File: config.mk
export PLATFORM = sky130hd
export DESIGN_NAME = uv_wb_arb
export DESIGN_NICKNAME = d
export VERILOG_FILES = /design/src/rtl/uv_wb_arb.sv
export SDC_FILE = /design/constraint.sdc
export NUM_CORES = 1
export LEC_CHECK = 0
export BUFFER_PORTS_ARGS = -buffer_cell sky130_fd_sc_hd__buf_2
export CAP_MARGIN = 25
export CORE_MARGIN = 2
export CORE_UTILIZATION = 44
export DETAILED_ROUTE_END_ITERATION = 6
export PLACE_DENSITY_LB_ADDON = 0.25
export SETUP_SLACK_MARGIN = 0.02
export SYNTH_ARGS = -nofsm -noshare
export SYNTH_HDL_FRONTEND = slang
export SYNTH_SLANG_ARGS = --single-unit
export TNS_END_PERCENT = 5
File: constraint.sdc
create_clock -name clk -period 2.99 [get_ports clk]
set_clock_uncertainty 0.2 [all_clocks]
set_input_delay 0.598 -clock clk [delete_from_list [all_inputs] [get_ports clk]]
set_output_delay 0.598 -clock clk [all_outputs]
set_load 0.005 [all_outputs]
File: src/rtl/uv_wb_arb.sv
// uv_wb_arb: write-back arbiter and register scoreboard.
//
// The execution units share the register file's single write port. This block
// grants them round-robin and drives that port from a register. It also keeps
// one busy bit per architectural register, set when a producer issues and
// cleared when its result is written. The issue stage reads these bits to
// stall on RAW hazards.
//
// Ports:
//   clk, rst              core clock; synchronous active-high reset
//   wb_req/wb_idx/wb_data per-requester write-back request, index and data
//                         (requester i uses slice i of the packed buses)
//   wb_gnt                one-hot combinational grant, same cycle as request
//   rf_wr_vld/idx/data    registered register-file write port
//   iss_vld/iss_idx       issue of a register-writing instruction
//   sb_flush              clear the whole scoreboard
//   ra/rb/rc_idx          source indices to check
//   ra/rb/rc_busy         source has a pending producer
//   sb_any                some register has a pending producer
//
// Handshake: a requester holds wb_req, wb_idx and wb_data stable until it
// sees its wb_gnt bit; wb_gnt high for one cycle completes the transfer, and
// the requester may drop or replace its request on the following cycle.
module uv_wb_arb #(
  parameter int RF_AW = 5,
  parameter int RF_DP = 2**RF_AW,
  parameter int RF_DW = 32,
  parameter int WB_N  = 3
) (
  input  logic                   clk,
  input  logic                   rst,
  input  logic [WB_N-1:0]        wb_req,
  input  logic [WB_N*RF_AW-1:0]  wb_idx,
  input  logic [WB_N*RF_DW-1:0]  wb_data,
  output logic [WB_N-1:0]        wb_gnt,
  output logic                   rf_wr_vld,
  output logic [RF_AW-1:0]       rf_wr_idx,
  output logic [RF_DW-1:0]       rf_wr_data,
  input  logic                   iss_vld,
  input  logic [RF_AW-1:0]       iss_idx,
  input  logic                   sb_flush,
  input  logic [RF_AW-1:0]       ra_idx,
  input  logic [RF_AW-1:0]       rb_idx,
  input  logic [RF_AW-1:0]       rc_idx,
  output logic                   ra_busy,
  output logic                   rb_busy,
  output logic                   rc_busy,
  output logic                   sb_any
);

  localparam int PTR_W = (WB_N > 1) ? $clog2(WB_N) : 1;

  // Round-robin pointer: the requester searched first this cycle.
  logic [PTR_W-1:0] ptr;
  logic [PTR_W-1:0] cand;
  logic [PTR_W-1:0] win;
  logic             found;
  logic [RF_AW-1:0] win_idx;
  logic [RF_DW-1:0] win_data;

  logic [RF_DP-1:0] busy;
  logic [RF_DP-1:0] busy_nxt;

  // Search ptr, ptr+1, ... with wrap; the first requester found wins.
  always_comb begin
    wb_gnt   = '0;
    win      = '0;
    cand     = '0;
    found    = 1'b0;
    win_idx  = '0;
    win_data = '0;
    for (int k = 0; k < WB_N; k++) begin
      cand = PTR_W'((int'(ptr) + k) % WB_N);
      if (!found && wb_req[cand]) begin
        found        = 1'b1;
        win          = cand;
        wb_gnt[cand] = 1'b1;
      end
    end
    for (int i = 0; i < WB_N; i++) begin
      if (wb_gnt[i]) begin
        win_idx  = wb_idx[i*RF_AW +: RF_AW];
        win_data = wb_data[i*RF_DW +: RF_DW];
      end
    end
  end

  // Pointer and write-port register. A winner targeting x0 is consumed like
  // any other, but its write enable is suppressed so x0 is never written.
  always_ff @(posedge clk) begin
    if (rst) begin
      ptr        <= '0;
      rf_wr_vld  <= 1'b0;
      rf_wr_idx  <= '0;
      rf_wr_data <= '0;
    end else if (found) begin
      ptr        <= (win == PTR_W'(WB_N - 1)) ? '0 : win + 1'b1;
      rf_wr_vld  <= (win_idx != '0);
      rf_wr_idx  <= win_idx;
      rf_wr_data <= win_data;
    end else begin
      rf_wr_vld  <= 1'b0;
    end
  end

  // Scoreboard update. The clear uses the registered write port, so busy drops
  // on the same edge the register file takes the data. A set applied after the
  // clear lets a newer producer win over a retiring one; flush overrides both.
  always_comb begin
    busy_nxt = busy;
    if (rf_wr_vld) begin
      busy_nxt[rf_wr_idx] = 1'b0;
    end
    if (iss_vld && (iss_idx != '0)) begin
      busy_nxt[iss_idx] = 1'b1;
    end
    if (sb_flush) begin
      busy_nxt = '0;
    end
    busy_nxt[0] = 1'b0;
  end

  always_ff @(posedge clk) begin
    if (rst) begin
      busy <= '0;
    end else begin
      busy <= busy_nxt;
    end
  end

  assign ra_busy = busy[ra_idx];
  assign rb_busy = busy[rb_idx];
  assign rc_busy = busy[rc_idx];
  assign sb_any  = |busy;

endmodule

==> results_dict.tcl <==
set metrics [dict create \
    drt-initial-drc-count 360 \
    maxSlewViolCount 0 \
    power_frac_comb_pct 64.9 \
    r2r-end "rf_wr_vld" \
    area_growth_pct 33.1 \
    ys_warn_count 0 \
    io_pins 183 \
    leakage_nw 2.73 \
    path_buf_inv 2 \
    fill_cells 931 \
    mostFrequentLayoutCell "buf_2" \
    hp-class "flip-flop to flip-flop" \
    hold_violations 0 \
    crit_slowest_cell "mux4_2" \
    worst_slew_pin_slew_ns 0.625 \
    start_util_pct 44.6 \
    drtPass1Iterations 4 \
    cp_top_family "multiplexers" \
    io_buffers 182 \
    drc_errors 0 \
    path_class "primary input to output port" \
    worstSetupStartpointType "primary input" \
    hpwl_mm 11.1 \
    synth-compound-area-share_pct 27.1 \
    worstPathArrival_ns 2.13 \
    crit_top_cell "mux4_2" \
    cts_buffers 9 \
    gr-total-overflow 0 \
    worst-r2r-setup-slack_ns 0.13 \
    synth-xor-area-share_pct 0 \
    design_area_sq_um 6020 \
    drive_gt1_share_pct 40.2 \
    cts_sinks 71 \
    place_congestion 0.873 \
    dieHeight_um 105 \
    p_int_mw 3.39 \
    switching_power_mw 2.67 \
    cellPowerDensity_nw_per_um2 1010 \
    crit_start "ra_idx[0]" \
    finish.utilization_pct 59.4 \
    synth.cell_area_sq_um 4520 \
    grt_max_degree 41 \
    ant_nets 0 \
    crit_end "ra_busy" \
    cts_tree "built" \
    synth_top_flop_cell "dfxtp_1" \
    vias 5086 \
    reg2regPathDepth 12 \
    dieArea_sq_um 11100 \
    cp_cell_sequence "buf_8 > mux4_2 > mux4_2 > mux2_2 > buf_2" \
    synth_top_family_by_area "compound AO/OA/AOI/OAI gates" \
    synth_simple_gate_area_share_pct 19.8 \
    cp_data_required_time_ns 2.19 \
    wl_per_cell_um 17.9 \
    num_rows 37 \
    worstSetupPathDepth 5 \
    grt_pass1_vias 4945 \
    synthMuxAreaShare_pct 15.6 \
    grtUsageTotal_pct 27.5 \
    htreeDepth 3 \
    worstPathMaxFanout 8 \
    setup_viol 0 \
    seq_power_share_pct 22.6 \
    ctsRootBufferMaster "clkbuf_8" \
    period_needed_ns 2.93 \
    r2r_start "ptr[1]" \
    grt_pass1_wl_mm 24.5 \
    power_mw 6.05 \
    wirelength_mm 15.5 \
    rsz0062_at_grt "yes" \
    nets 863 \
    cts_buffer_depth 2 \
    max_cap_viol_count 0 \
    synth_async_sr_flop_share_pct 0 \
    syn_nets 682 \
    synth_edf_count 0 \
    syn_inst 540 \
    fin_crit_sh_pct 97.8 \
    post_synth_fa_ha_maj_area_fraction_pct 1.11 \
    core_area_sq_um 10100 \
    yosysSeqAreaShare_pct 31.4 \
    viasPerCell 5.88 \
    hold_slack_ns 0.247 \
    max_freq_mhz 342 \
    die_w_um 105 \
    layout_common_cells "176 x buf_2, 79 x nand2_1, 71 x a21oi_1" \
    placed_area_sq_um 5600 \
    end_kind "output port" \
    slew_headroom_pct 58.2 \
    ys_ff_latch 71 \
    p_clk_share_pct 12.5 \
    cts.clk_slew.worst_paths_ns 0.07 \
    swShare_pct 44.1 \
    syn_avg_cell_area_sq_um 8.38 \
    synth_cell_types 49 \
    peakVddDrop_uv 519 \
    antenna_found_initial 3 \
    fin_setup_tns_ns 0 \
    outcome "finished clean" \
    clock_latency_ns 0.35 \
    slowest_delay_ns 0.50 \
]
-- per-layer routing --
metal	global-route usage, %	wire (um)	vias up
met1	33.9	6100	2389
met4	11.2	318	0
met5	0	0	-
li1	-	-	2398
met2	44.8	7720	274
met3	8.23	1340	25
-- state kept, by name, indices dropped and copies added (netlist names) --
register,flops
rf_wr_data,32
ptr,2
rf_wr_vld,1
busy,31
rf_wr_idx,5
-- power groups by stage --
stage	logic, mW	registers (mW)	clock network (mW)
CTS	3.68	1.36	0.767
detailed placement	3.51	1.36	0
finish	3.93	1.37	0.756
global placement	3.45	1.35	0
floorplan	2.42	1.34	0
global route	4.29	1.40	0.823
-- worst min path at each step --
stage	from	endpoint	slack (ns)	cells past startpoint
after floorplan	rf_wr_data[0]	rf_wr_data[0]	0.25	2
after global placement	rf_wr_data[0]	rf_wr_data[0]	0.24	2
after detailed placement	rf_wr_data[26]	rf_wr_data[26]	0.24	2
after CTS	rf_wr_data[26]	rf_wr_data[26]	0.25	2
after global routing	rf_wr_data[15]	rf_wr_data[15]	0.27	2
final	rf_wr_data[26]	rf_wr_data[26]	0.25	2
-- through the flow --
stage | setup slack [ns] | instances
global route | -0.0151 | 865
detailed placement | -0.0907 | 836
finish | 0.0649 | 865
global placement | -0.0462 | 836
CTS | 0.00184 | 854
floorplan | -0.0900 | 540
-- cell families after synthesis --
logic type,Yosys count
AOI/OAI and AO/OA,202
muxes,36
adders and majority gates,4
buffers and inverters,52
DFF,71
and+or+nand+nor,175
-- worst register-to-register path: stages, from the launching register on --
cell and delay [ns]:
dfxtp_4 0.37, inv_2 0.09, ha_4 0.20, mux2i_4 0.29
o21ai_4 0.12, a211oi_2 0.17, a21o_1 0.17, clkinvlp_4 0.15
buf_4 0.22, a311oi_1 0.24, buf_4 0.16, o22ai_1 0.08
o31a_1 0.30
-- area by class of cell --
class / instances / area [sq um] / area share [%]
timing repair buffer: 215 / 1200 / 19.9
inverter: 7 / 33.8 / 0.561
clock buffer: 10 / 128 / 2.12
multi-input combinational: 417 / 2990 / 49.7
antenna: 3 / 7.51 / 0.125
clock inverter: 6 / 61.3 / 1.02
sequential: 71 / 1430 / 23.7
tap: 136 / 170 / 2.83
-- synthesized netlist by cell type (all sizes together) (3+ instances only) --
cell / count / share of area [%]
a2bb2oi: 4 / 0.77
a21o: 37 / 6.1
or2: 3 / 0.47
a21oi: 71 / 7.9
inv: 7 / 0.58
mux2i: 3 / 0.66
o22ai: 35 / 4.8
dfxtp: 71 / 31
nor3b: 6 / 1.0
nand3: 3 / 0.33
clkbuf: 30 / 2.5
o21ai: 40 / 4.4
mux4: 27 / 13
nor4: 8 / 1.1
mux2: 6 / 1.5
nor2: 14 / 1.2
nand2: 80 / 6.6
and3: 37 / 5.1
nor3: 3 / 0.33
a311oi: 4 / 0.77
and3b: 3 / 0.58
nand3b: 8 / 1.3
buf: 15 / 2.0
ha: 4 / 1.1
-- timing repair --
item                                    CTS  global route
buffers inserted                          2             8
hold buffers                              0             0
pin swaps                                 2             8
gates resized for setup                  21            22
endpoints found under the setup margin    7             8
(Power assumes the default switching activity.)
